[src/rtl/tcnt_pkg.sv]
// Shared constants and elaboration helpers for the T-cell modulo counter.
package tcnt_pkg;

  localparam logic DIR_UP = 1'b1;
  localparam logic DIR_DN = 1'b0;

  // Terminal value of the count range, truncated to the counter width.
  function automatic int max_for_mod(input int modulus, input int width);
    return (modulus - 1) & ((1 << width) - 1);
  endfunction

  function automatic bit mod_is_legal(input int modulus, input int width);
    return (width >= 1) && (width <= 16) && (modulus >= 2) && (modulus <= (1 << width));
  endfunction

endpackage

[src/rtl/t_mod_counter_t_ff_cell.sv]
// Single T flip-flop: toggles on a rising edge when t is high, cleared asynchronously.
module t_ff_cell (
  input  logic clk,
  input  logic clr_n,
  input  logic t,
  output logic q
);

  logic q_q;

  always_ff @(posedge clk or negedge clr_n) begin
    if (!clr_n) begin
      q_q <= 1'b0;
    end else if (t) begin
      q_q <= ~q_q;
    end
  end

  assign q = q_q;

endmodule

[src/rtl/t_mod_counter.sv]
// Modulo up/down counter built from a bank of T cells; toggles come from q ^ q_next.
module t_mod_counter
  import tcnt_pkg::*;
#(
  parameter int WIDTH   = 4,
  parameter int MODULUS = 10
) (
  input  logic             clk,
  input  logic             clr_n,
  input  logic             en,
  input  logic             up,
  input  logic             ld,
  input  logic [WIDTH-1:0] ld_val,
  output logic [WIDTH-1:0] q,
  output logic [WIDTH-1:0] t_vec,
  output logic             tc,
  output logic             wrap,
  output logic             ld_err
);

  localparam logic [WIDTH-1:0] MAX_Q = WIDTH'(max_for_mod(MODULUS, WIDTH));
  localparam logic [WIDTH-1:0] ONE_Q = WIDTH'(1);

  if (!mod_is_legal(MODULUS, WIDTH)) begin : g_bad_params
    $error("t_mod_counter: MODULUS must satisfy 2 <= MODULUS <= 2**WIDTH with WIDTH in 1..16");
  end

  logic [WIDTH-1:0] q_q;
  logic [WIDTH-1:0] q_d;
  logic [WIDTH-1:0] t_d;
  logic [WIDTH-1:0] t_vec_q;
  logic             wrap_q;
  logic             wrap_d;
  logic             ld_err_q;
  logic             ld_err_d;
  logic             at_max;
  logic             at_zero;
  logic             out_of_range;

  assign at_max       = (q_q == MAX_Q);
  assign at_zero      = (q_q == '0);
  assign out_of_range = (q_q > MAX_Q);

  // Out-of-range values recover to the nearest legal end without signalling a wrap.
  always_comb begin
    q_d      = q_q;
    wrap_d   = 1'b0;
    ld_err_d = 1'b0;
    if (ld) begin
      if (ld_val > MAX_Q) begin
        q_d      = MAX_Q;
        ld_err_d = 1'b1;
      end else begin
        q_d = ld_val;
      end
    end else if (en) begin
      if (up == DIR_UP) begin
        if (at_max) begin
          q_d    = '0;
          wrap_d = 1'b1;
        end else if (out_of_range) begin
          q_d = '0;
        end else begin
          q_d = q_q + ONE_Q;
        end
      end else begin
        if (at_zero) begin
          q_d    = MAX_Q;
          wrap_d = 1'b1;
        end else if (out_of_range) begin
          q_d = MAX_Q;
        end else begin
          q_d = q_q - ONE_Q;
        end
      end
    end
  end

  assign t_d = q_q ^ q_d;

  for (genvar i = 0; i < WIDTH; i++) begin : g_cell
    t_ff_cell u_cell (
      .clk   (clk),
      .clr_n (clr_n),
      .t     (t_d[i]),
      .q     (q_q[i])
    );
  end

  always_ff @(posedge clk or negedge clr_n) begin
    if (!clr_n) begin
      t_vec_q  <= '0;
      wrap_q   <= 1'b0;
      ld_err_q <= 1'b0;
    end else begin
      t_vec_q  <= t_d;
      wrap_q   <= wrap_d;
      ld_err_q <= ld_err_d;
    end
  end

  assign q      = q_q;
  assign t_vec  = t_vec_q;
  assign wrap   = wrap_q;
  assign ld_err = ld_err_q;
  assign tc     = en & ~ld & ((up == DIR_UP) ? at_max : at_zero);

endmodule

[config.mk]
export PLATFORM = sky130hd
export DESIGN_NAME = t_mod_counter
export DESIGN_NICKNAME = d
export VERILOG_FILES = /design/src/rtl/tcnt_pkg.sv /design/src/rtl/t_mod_counter_t_ff_cell.sv /design/src/rtl/t_mod_counter.sv
export SDC_FILE = /design/constraint.sdc
export NUM_CORES = 1
export LEC_CHECK = 0
export CORE_MARGIN = 8
export CORE_UTILIZATION = 44
export DETAILED_ROUTE_END_ITERATION = 8
export GPL_ROUTABILITY_DRIVEN = 0
export PLACE_DENSITY = 0.74
export SYNTH_ARGS = -nofsm -noshare
export SYNTH_HDL_FRONTEND = slang
export SYNTH_SLANG_ARGS = --single-unit
[constraint.sdc]
create_clock -name clk -period 1.9 [get_ports clk]
set_clock_uncertainty 0.15 [all_clocks]
set_input_delay 0.285 -clock clk [delete_from_list [all_inputs] [get_ports clk]]
set_output_delay 0.285 -clock clk [all_outputs]
set_load 0.03 [all_outputs]
* Yosys cells after proc, flatten, opt, wreduce, memory -nomap -nowiden
Index checks and enable logic that the tools add are counted.
Operators by class: equal/unequal tests 1, $lt $le $gt $ge 2, reductions and logical operators 1, add/subtract/negate cells 2, mux-type cells 16, bitwise operators 8
Operators with widths (number):
- 2-to-1 mux 4 bit | 8
- greater-than comparator 4 bit, second input constant | 2
- 2-to-1 mux 1 bit | 8
- inverter 1 bit | 5
- adder 4 x 1 -> 4 bit, second input constant | 1
- equality test 4 bit, second input constant | 1
- logical NOT 4 bit | 1
- subtractor 4 x 1 -> 4 bit, second input constant | 1
- bitwise XOR 4 bit | 1
- AND 1 bit | 2
Storage, ports and cells: input bits 9, output and inout bits 11, flip-flop bits (word level) 10

* Longest topological paths before layout
Gate-level depths: netlist of run 1.
depth after elaboration 7, depth in mapped cells 7

* Cells and area by module
A second synthesis of run 1 with hierarchy kept.
Unflattened totals: cells, all modules 81, area total of the unflattened synthesis 749.5 um^2
By module, submodules not included:
- t_mod_counter | cells an instance 73, sequential area each 150.1 um^2, times used 1, area each 614.3 um^2
- t_ff_cell | cells an instance 2, sequential area each 25.0 um^2, times used 4, area each 33.8 um^2

* Worst setup path after synthesis of run 1
Ideal clock, no wire load.
kind register to output, start register g_cell[1].u_cell.q_q, end output port tc, required time 1.465 ns, data arrival time 1.623 ns, stages on the path, launching flop included 6, setup slack -0.158 ns, cell sequence dfrtp_1 inv_1 ha_1 and3_1 a21oi_1 nor3_1
On the way: longest elaborated chain between the ends 3, elaborated cells between the ends (all ways) 4
RTL lines:
- start, declared | line t_mod_counter_t_ff_cell.sv:9 | logic q_q;
- start signal, assigned | line t_mod_counter_t_ff_cell.sv:15 | q_q <= ~q_q;
- equality test 4 bit / logical NOT 4 bit (equally long branches) | line t_mod_counter.sv:40, t_mod_counter.sv:41
- 2-to-1 mux 1 bit (*) | line t_mod_counter.sv:106 | assign tc = en & ~ld & ((up == DIR_UP) ? at_max : at_zero);
- AND 1 bit (*) | line t_mod_counter.sv:106
- end, declared | line t_mod_counter.sv:16 | output logic tc,
Every way passes the cells marked *; elsewhere a longest branch is shown, timed or not.

* Worst setup path in the final report of run 1
Ends and elaborated chain as after synthesis.

==> results by stage, run 1 <==
Setup path:
- The type of element capturing the critical path is an output pin.
- The first element of the critical path is g_cell[1].u_cell.q.
- The endpoint of the worst register-to-register path is g_cell[2].u_cell.q.
- Following the worst setup path forward leads to its endpoint at tc.
- The largest single stage delay on the critical path is 0.41 ns.
- The kind of start point of the critical path is a flop.
- The critical path goes through inv_4 -> ha_4 -> and3_4 -> a21oi_4 -> nor3_2 -> buf_4.
- The length in cells of the worst reg-to-reg path is 6.
- The register-to-register path setup slack is 0.02 ns.
- For the worst setup path, the data arrival time is 1.48 ns.
- The critical path required time is 1.46 ns.
- The cell with the largest stage delay on the worst path is dfrtp_1.
- Along the worst path, the maximum fanout reaches 5.
- The critical path in this run is classified as reg2out.
- The startpoint identified for the worst register-to-register timing path is g_cell[0].u_cell.q.

Logic synthesis:
- The number of nets handed over by synthesis was 113.
- During synthesis, Yosys emitted a total of 0 warnings.
- The count of unique library cells instantiated by Yosys is 40.
- In this run the cell area of the synthesized design comes to 870 um^2.
- Yosys attributes the largest share of cell area to dfrtp_1 (29%), ha_1 (5.8%), a21oi_1 (4.6%), buf_4 (4.3%), o21ai_0 (4.0%).
- The mean post-synth cell area is 8.70 um^2.
- Sequential elements use 28.8% of the synthesized area.
- The library cell with the largest summed area after synthesis is dfrtp_1.
- The synthesized netlist cell count is 100.
- The register bit count reported by yosys is 10.
- After synthesis, the largest area contributor takes up 28.8% of total cell area.

STA:
- The number of max-slew violations in the final report is 0.
- Setup repair after global routing could not meet its margin everywhere.
- The number of failing hold endpoints at the final stage was 0.
- The highest attainable clock frequency is 522 MHz.
- The share of the clock period used by the worst path is 101%.
- The count of endpoints failing setup in the final report is 1.
- The worst hold slack is 0.189 ns.
- The remaining max-slew budget at the tightest pin is 69.1%.
- Setup total negative slack on the finished layout was measured at -0.0160 ns.
- The smallest clock period supported by the final layout is computed as 1.92 ns.
- The post-layout worst setup margin is -0.0160 ns.
- For the pin with the worst max-slew slack, the measured transition is 0.462 ns.

Run status:
- The flow ran to the end, but the final reports show violations.
- The final reports fail on setup timing.

Layout:
- The final layout net count is 148.
- The final core utilization is 69.9%.
- Leaving out fill and tap cells, the most frequent cell in the layout is buf_4.
- Excluding fillers, the count of instances in the completed layout stands at 161.
- The post-route standard cell area excluding fillers is 1340 um^2.
- In the layout the commonest cells are buf_4 (21), clkdlybuf4s50_1 (14), dfrtp_1 (9), a21oi_1 (6).
- The number of diodes added for antenna fixing is 0.
- In the final layout, the share of cells above drive strength 1 is 40.3%.
- The layout overhead on the synthesized area is 54.4%.

Pwr:
- Summing internal, switching and leakage power gives 0.989 mW.
- IR analysis of the VDD net gives a maximum drop of 0.505 mV.
- For this design the static power due to leakage is 0.554 nW.
- The areal power density over the cells is 736 nW/um^2.

Floorplanning:
- The die covers 3650 um^2.
- The initial core utilization is 45.2%.
- The die outline height is 60.5 um.
- The placeable core region is 1920 um^2.
- The initialized floorplan defines 16 standard-cell rows.
- The die is 60.5 um wide.
- In this run the count of I/O pins placed on the die edge is 20.

Placed design:
- The count of buffers added on input and output ports is 19.
- Once placement finished, the instance area stood at 1160 um^2.
- After detailed placement, the design holds a cell count of 152.
- The post-detailed-placement half-perimeter wirelength is 1840 um.
- The worst-case setup slack after placement is -0.0451 ns.

Drt:
- Using the TritonRoute via totals, the vias-per-cell ratio works out to 5.60.
- The detail route stage leaves a number of antenna-violating nets equal to 0.
- The number of violations reported at the end of detailed-routing iteration 0 is 25.
- The routed length per instance is 15.7 um.
- Before antenna repair, the detailed router went through 4 iterations.
- For this block, the routed nets add up to 2520 um of wire.
- After detailed routing, the number of remaining DRC violations is 0.
- The total vias in the final route is 902.

Global routing:
- Global routing used 14.6% of the available tracks.
- The number of antenna violations at the first check in global routing is 0.
- Entering global routing, the biggest net connects 15 pins.
- For this run the aggregate overflow at the end of global routing stands at 0.
- The number of global-route vias before repair was 912.
- The first global-routing pass estimated 4100 um of wire.

CTS:
- The number of buffers on the longest clock path is 2.
- The number of buffers created by CTS is 3.
- The clock insertion delay at the later pin of the skew report is 0.26 ns.
- TritonCTS built the clock tree.
- The clock-pin transition on the worst setup and hold timing paths is 0.07 ns.
- The clock net sink count is 10.
- The clock root buffer master is clkbuf_4.
- The H-tree depth reported by CTS is 1.

Job:
- Across the run, the number of max-cap violations was 0.

Hold path:
- The worst hold-check path type is in2async.
## power breakdown
group          internal [mW]  switching, mW
Sequential             0.243         0.0330
Clock                  0.116         0.0753
Combinational          0.252          0.270
## flip-flops by register name (all words and copies together) (netlist names)
register and flops:
g_cell.u_cell.q 4, ld_err 1, t_vec 4, wrap 1
## routing by layer
| metal | vias to the layer above | part of all wire (%) | GRT usage [%] |
|---|---|---|---|
| li1 | 431 | - | - |
| met1 | 429 | 42 | 17.8 |
| met2 | 38 | 48 | 23.0 |
| met3 | 4 | 8.8 | 2.54 |
| met4 | 0 | 1.5 | 9.30 |
| met5 | - | 0 | 0 |
## critical path: cells and delay by family, from the launching register on
family / cells / cell delay, ns
compound gates: 1 / 0.04
fa+ha+maj: 1 / 0.17
buf+inv: 2 / 0.29
flops: 1 / 0.41
simple gates: 2 / 0.30
## worst min path at each step
| stage | from | to | slack [ns] |
|---|---|---|---|
| 2_1_floorplan | clr_n | g_cell[0].u_cell.q | -0.16 |
| 3_3_place_gp | clr_n | t_vec[1] | 0.48 |
| 3_5_place_dp | clr_n | t_vec[1] | 0.49 |
| 4_1_cts | clr_n | t_vec[1] | 0.21 |
| 5_1_grt | clr_n | wrap | 0.22 |
| 6_report | clr_n | t_vec[1] | 0.19 |
## repair_timing
action	CTS	global route
setup buffers	2	4
gates resized for setup	8	20
hold buffers	0	0
endpoints found under the setup margin	5	7
pin swaps	0	10
## final cells by class
type / count / area (um^2)
clock buffers: 4 / 36.3
inverters: 7 / 28.8
multi-input cells: 73 / 644
fillers: 145 / 579
repair buffers: 40 / 348
flip-flops and latches: 10 / 251
well taps: 27 / 33.8
## synthesized netlist by cell type
library cell   n
xnor2_1        3
nor3_1         5
o221ai_4       1
nand2_1        3
o21ai_0        7
a211oi_1       1
buf_6          1
dfrtp_1       10
a311oi_1       1
and2b_1        1
a21oi_1        8
a31oi_1        1
a21o_2         1
a31o_2         1
buf_2          4
a32oi_1        1
inv_1          7
o21ai_1        2
nor2_1         6
nor2b_1        1
buf_4          5
o21bai_1       1
nor3b_1        1
nand2b_1       3
o211ai_1       3
o21ba_2        3
or4b_1         1
a311o_1        1
nand3_1        2
a22oi_2        1
a22oi_1        2
nand3_2        1
o211a_1        1
and3_1         1
or3b_2         1
o311a_1        1
or3b_4         1
o221ai_1       1
ha_1           4
nand4_1        1
## logic make-up after synthesis
logic type / count (synthesis) / share of synthesized area (%)
buf+inv: 17 / 10.9
fa+ha+maj: 4 / 5.76
compound gates: 38 / 33.0
xor+xnor: 3 / 3.02
simple gates: 28 / 18.6
flops: 10 / 28.8
No activity file was read; power rests on OpenSTA's default activity.
==> run 2, diff against run 1 <==
--- a/config.mk
+++ b/config.mk
@@ -5,7 +5,6 @@
 export SDC_FILE = /design/constraint.sdc
 export NUM_CORES = 1
 export LEC_CHECK = 0
-export CORE_MARGIN = 8
 export CORE_UTILIZATION = 44
 export DETAILED_ROUTE_END_ITERATION = 8
 export GPL_ROUTABILITY_DRIVEN = 0
==> results by stage, run 2 (synthesized netlist as in run 1, its figures left out) <==
Run status:
- The final reports fail on setup timing.
- The run finished, with violations left.

Hold path:
- The path class of the tightest hold or removal check is in2async.

CTS:
- The count of buffers added by post-CTS timing repair for setup is 0.
- The H-tree depth reported by CTS is 1.
- The clock passes through at most 2 buffers.
- The clock net sink count is 10.
- The clock insertion delay at the later pin of the skew report is 0.27 ns.
- TritonCTS built the clock tree.
- The tree is rooted in a clkbuf_4.
- After clock tree synthesis, the clock-pin slew on the worst setup and hold paths is 0.06 ns.
- Clock tree synthesis inserted a total of 3 buffers.

Floorplanning:
- 20 I/O pins were placed.
- The count of standard-cell rows is 15.
- The area of the die is 2160 um^2.
- The width of the die is 46.5 um.
- The initial core utilization is 48.8%.
- The placeable core region is 1780 um^2.
- The die is 46.5 um tall.

Setup path:
- The critical path required time is 1.46 ns.
- For the worst flop-to-flop path, the logic depth is 6.
- In this run the worst path has a maximum fanout of 12.
- The worst setup path is launched from a flop.
- STA classifies the critical path endpoint as an output pin.
- The startpoint-to-endpoint class of the critical path is reg2out.
- The reg-to-reg critical path startpoint is g_cell[0].u_cell.q.
- The register-to-register path setup slack is 0.04 ns.
- In this run the critical register-to-register path is captured at g_cell[2].u_cell.q.
- The first element of the critical path is g_cell[3].u_cell.q.
- The critical path data arrival time is 1.48 ns.

Drt:
- The final wirelength is 2330 um.
- The first detailed-routing pass took 4 iterations.
- The remaining antenna violation count after routing is 0.
- In the routed layout, each cell is associated on average with a via count of 5.74.
- The number of violations reported at the end of detailed-routing iteration 0 is 51.
- The routed layout has 890 vias.
- Dividing the detail-routed wire length by the instance count gives 15.0 um.
- The residual DRC count is 0.

Global routing:
- The first global-routing pass estimated 3440 um of wire.
- Entering global routing, the biggest net connects 13 pins.
- The total overflow reported by the global router is 0.
- For this run, the total global-route usage over all layers was measured as 23.2%.
- The number of antenna violations at the first check in global routing is 0.
- The number of global-route vias before repair was 736.

Layout:
- Leaving out fill and tap cells, the most frequent cell in the layout is buf_4.
- The total area of sequential cells is 253 um^2.
- The repair_antennas step left the layout with diodes totalling 0.
- In the final layout, the multi-input gates occupy 612 um^2.
- The filler cells instantiated in the layout total 149.
- Leaving out fill and tap cells, the most frequent cells in the layout are buf_4 (19), clkdlybuf4s50_1 (14), dfrtp_1 (8), o21ai_0 (7), a21oi_1 (6).
- The final layout net count is 145.
- Relative to the synthesized area, the layout overhead comes to 46.2%.
- The post-route standard cell area excluding fillers is 1270 um^2.
- The final core utilization is 71.3%.
- The ratio of cells with drive above 1 in the final layout is 36.9%.

Placed design:
- The total placed instance area is 1170 um^2.
- Port buffering added 19 buffers.
- Before CTS, the worst setup slack after placement is -0.0643 ns.
- The wire-length estimate of the detail-placed layout is 1740 um.

Pwr:
- The analysis attributes to cell leakage a power of 0.521 nW.
- The share of total power consumed by net switching is 39.8%.
- The register share of total power is 30.4%.
- Cell internal power was estimated by the tool at 0.546 mW.
- The areal power density over the cells is 713 nW/um^2.
- The peak ir drop on the vdd network is 0.465 mV.
- The power share of the combinational group is 53.3%.
- The clock network burns 16.3% of the power.
- The analysis attributes to net switching a power of 0.360 mW.

STA:
- The number of failing hold endpoints at the final stage is 0.
- Setup repair after global routing could not meet its margin everywhere.
- The share of the clock period used by the worst path is 101%.
- The number of max-slew violations in the final report is 0.
- Derived from the worst setup path, the maximum achievable clock frequency is 524 MHz.
- The minimum clock period is 1.91 ns.
- The post-layout worst setup margin is -0.0101 ns.
- For the pin with the worst max-slew slack, the measured transition is 0.494 ns.
- The count of endpoints failing setup in the final report is 1.
- The remaining max-slew budget at the tightest pin is 66.7%.

Job:
- The max-capacitance violation count is 0.
run 2: power by group through the flow:
| stage | Combinational (mW) | Sequential (mW) | Clock, mW |
|---|---|---|---|
| floorplan | 0.262 | 0.304 | 0 |
| global placement | 0.440 | 0.271 | 0 |
| detailed placement | 0.449 | 0.273 | 0 |
| CTS | 0.449 | 0.270 | 0.147 |
| global route | 0.516 | 0.281 | 0.151 |
| finish | 0.483 | 0.275 | 0.148 |
run 2: per-layer routing:
layer / vias up / track usage (%) / routed length [um]
li1: 425 / - / -
met5: - / 0 / 0
met3: 5 / 2.35 / 146
met2: 38 / 37.5 / 1120
met4: 0 / 10.6 / 46
met1: 422 / 30.7 / 1010
run 2: final cells by class:
cell class / count / area share (%)
Sequential cell: 10 / 19.9
Multi-Input combinational cell: 73 / 48.1
Timing Repair Buffer: 37 / 25.3
Clock buffer: 3 / 1.77
Tap cell: 25 / 2.46
Inverter: 7 / 2.46
run 2: worst max-delay path, cell delays in order, from the launching register on:
cell and delay (ns):
dfrtp_2 0.48, buf_4 0.18, nor2_2 0.17, a21oi_4 0.09, nor3_2 0.10, buf_4 0.18
run 2: how the worst max path moves through the flow:
stage / cells after the start / to
2_1_floorplan: 7 / t_vec[1]
3_5_place_dp: 5 / g_cell[3].u_cell.q
5_1_grt: 6 / tc
3_3_place_gp: 5 / g_cell[3].u_cell.q
6_report: 5 / tc
4_1_cts: 6 / tc
run 2: metrics by stage:
stage | hold WS, ns | power [mW] | cells | TNS (ns)
floorplan | -0.161 | 0.566 | 100 | 0
global placement | 0.466 | 0.710 | 152 | -0.0242
detailed placement | 0.477 | 0.722 | 152 | -0.0871
CTS | 0.200 | 0.866 | 155 | -0.0611
global route | 0.244 | 0.948 | 155 | -0.189
finish | 0.182 | 0.906 | 155 | -0.0101
run 2: timing repair:
| action | CTS | global route |
|---|---|---|
| pin swaps | 0 | 2 |
| endpoints found under the setup margin | 5 | 6 |
| hold endpoints to repair | 0 | 0 |
| gates resized for setup | 7 | 14 |
| hold buffers | 0 | 0 |
==> run 3, diff against run 2 <==
--- a/config.mk
+++ b/config.mk
@@ -5,10 +5,14 @@
 export SDC_FILE = /design/constraint.sdc
 export NUM_CORES = 1
 export LEC_CHECK = 0
-export CORE_UTILIZATION = 44
+export CELL_PAD_IN_SITES_DETAIL_PLACEMENT = 0
+export CELL_PAD_IN_SITES_GLOBAL_PLACEMENT = 1
+export CORE_UTILIZATION = 33
+export CTS_CLUSTER_DIAMETER = 80
 export DETAILED_ROUTE_END_ITERATION = 8
 export GPL_ROUTABILITY_DRIVEN = 0
-export PLACE_DENSITY = 0.74
+export PLACE_DENSITY_LB_ADDON = 0.1
+export SETUP_SLACK_MARGIN = 0.15
 export SYNTH_ARGS = -nofsm -noshare
 export SYNTH_HDL_FRONTEND = slang
 export SYNTH_SLANG_ARGS = --single-unit
==> results by stage, run 3 (synthesized netlist as in run 1, its figures left out) <==
STA:
- The setup TNS after final layout is 0 ns.
- Headroom to the max-slew limit came out at 63.3%.
- The post-layout worst setup margin is 0.0184 ns.
- The minimum clock period is 1.88 ns.
- The number of failing hold endpoints at the final stage was 0.
- The share of the clock period used by the worst path is 99.0%.
- The slew at the pin closest to its max-slew limit is 0.549 ns.
- Setup repair after global routing could not meet its margin everywhere.
- The highest attainable clock frequency is 531 MHz.
- The count of endpoints failing setup in the final report is 0.
- The number of max-slew violations in the final report was 0.

Pwr:
- For this design the static power due to leakage is 0.598 nW.
- The areal power density over the cells is 738 nW/um^2.
- The peak ir drop on the vdd network is 0.409 mV.

Drt:
- After detailed routing, the number of remaining DRC violations is 0.
- The count of nets left with antenna violations once routing finished came out at 0.
- The total vias in the final route is 908.
- Dividing the detail-routed wire length by the instance count gives 15.0 um.
- The final wirelength is 2540 um.
- For this block, the initial DRC count from the detailed router was 14.
- The per-cell via count in the routed design is 5.37.
- The pre-antenna-repair detailed-routing pass consisted of 4 iterations.

Floorplanning:
- The die is 53.3 um tall.
- Once the floorplan was initialized, standard cells occupied 35.1% of the core.
- The die covers 2840 um^2.
- In this run the standard cell core region covers 2480 um^2.
- The count of standard-cell rows is 18.
- From left edge to right edge, the die measures 53.3 um.
- For this design the top-level I/O count stands at 20.

Layout:
- The post-route netlist has 43.9% of its cells at a drive strength greater than 1.
- Cells fill 55.7% of the core in the end.
- 0 antenna diodes ended up in the layout.
- Summing all flip-flop and latch instances after layout gives 254 um^2.
- In the layout the commonest cells are buf_4 (25), clkdlybuf4s50_1 (11), dfrtp_1 (7), a21oi_1 (6), nor2_1 (5).
- The layout overhead on the synthesized area is 58.6%.
- The library cell used most frequently in the layout, excluding fill and tap cells, is buf_4.
- The post-route standard cell area excluding fillers is 1380 um^2.
- The non-filler instance count after layout is 169.
- The final layout net count is 153.
- The multi-input combinational cells in the finished layout cover a total of 624 um^2.
- Counting the fill cells in the layout gives 242.

Setup path:
- Data on the critical path is required at its endpoint by 1.46 ns.
- The kind of start point of the critical path is an input port.
- The register-to-register path setup slack is 0.03 ns.
- The critical path data arrival time is 1.45 ns.
- The worst setup path is captured at an output pin.
- The endpoint of the worst register-to-register path is g_cell[2].u_cell.q.
- The length in cells of the worst reg-to-reg path is 6.
- The critical path is of the in2out type.
- In this run the critical register-to-register path is launched from g_cell[0].u_cell.q.
- Along the worst path, the maximum fanout reaches 6.

Global routing:
- Entering global routing, the biggest net connects 14 pins.
- For this run, the total global-route usage over all layers was measured as 20.4%.
- The number of antenna violations at the first check in global routing is 0.
- The number of global-route vias before repair is 863.
- After global routing the overflow that remains totals 0.
- The first global-routing pass estimated 4000 um of wire.

CTS:
- The clock insertion delay at the later pin of the skew report is 0.28 ns.
- The clock root buffer master is clkbuf_4.
- Clock tree synthesis found a total of 10 sinks.
- The clock-pin transition on the worst setup and hold timing paths is 0.08 ns.
- The number of buffers inserted by hold repair at cts is 0.
- TritonCTS built the clock tree.
- The H-tree depth reported by CTS is 1.
- The number of buffers created by CTS is 3.
- The number of buffers on the longest clock path is 2.

Placed design:
- Once placement completed, the tool counted placed cells totaling 157.
- Once detailed placement completed, the half-perimeter wirelength came to 1810 um.
- The count of buffers added on input and output ports is 19.
- The total placed instance area is 1200 um^2.
- At the placement stage, the worst setup path has a slack of -0.111 ns.

Job:
- The max-capacitance violation count is 0.

Run status:
- The flow ran to the end, and the final reports show no timing, DRC or antenna violations.

Hold path:
- The worst hold-check path type is in2async.
[run 3: final cells by class]
class                           instances  area share [%]
Inverter                                7            2.45
Clock buffer                            4            2.63
Sequential cell                        10            18.4
Multi-Input combinational cell         73            45.3
Timing Repair Buffer                   45            28.5
Tap cell                               30            2.72
[run 3: metrics by stage]
stage | hold WS (ns) | power [mW]
6_report | 0.206 | 1.02
5_1_grt | 0.228 | 1.08
4_1_cts | 0.222 | 1.00
3_5_place_dp | 0.488 | 0.741
3_3_place_gp | 0.469 | 0.736
2_1_floorplan | -0.161 | 0.580
[run 3: how the worst max path moves through the flow]
stage | cells past startpoint | to | slack, ns | start
finish | 5 | tc | 0.02 | up
global route | 6 | tc | -0.05 | g_cell[1].u_cell.q
CTS | 6 | tc | -0.02 | g_cell[1].u_cell.q
detailed placement | 5 | g_cell[3].u_cell.q | -0.11 | up
global placement | 5 | g_cell[3].u_cell.q | -0.11 | up
floorplan | 7 | t_vec[2] | 0.09 | g_cell[0].u_cell.q
[run 3: worst max-delay path: stages]
cell and delay [ns]:
clkdlybuf4s50_1 0.61, and3_4 0.24, a21oi_4 0.04, nor3_4 0.12
buf_6 0.15
[run 3: layer usage]
layer | global-route usage [%] | wire length, um | part of all wire (%)
met1 | 24.8 | 1180 | 46
met2 | 34.0 | 1190 | 47
met3 | 6.03 | 111 | 4.4
met4 | 6.58 | 53 | 2.1
met5 | 0 | 0 | 0
[run 3: power by group]
group	total (mW)	switching [mW]	leakage, nW	internal, mW
clock	0.211	0.0940	0.0210	0.117
combinational	0.528	0.264	0.456	0.264
sequential	0.278	0.0344	0.121	0.244
total	1.02	0.393	0.598	0.625
[run 3: timing repair]
item                                    in CTS  in global routing
pin swaps                                    9                 12
resized for setup                           17                 12
hold endpoints to repair                     0                  0
endpoints found under the setup margin      12                 13
buffers inserted                             7                  1
cloned                                       0                  0
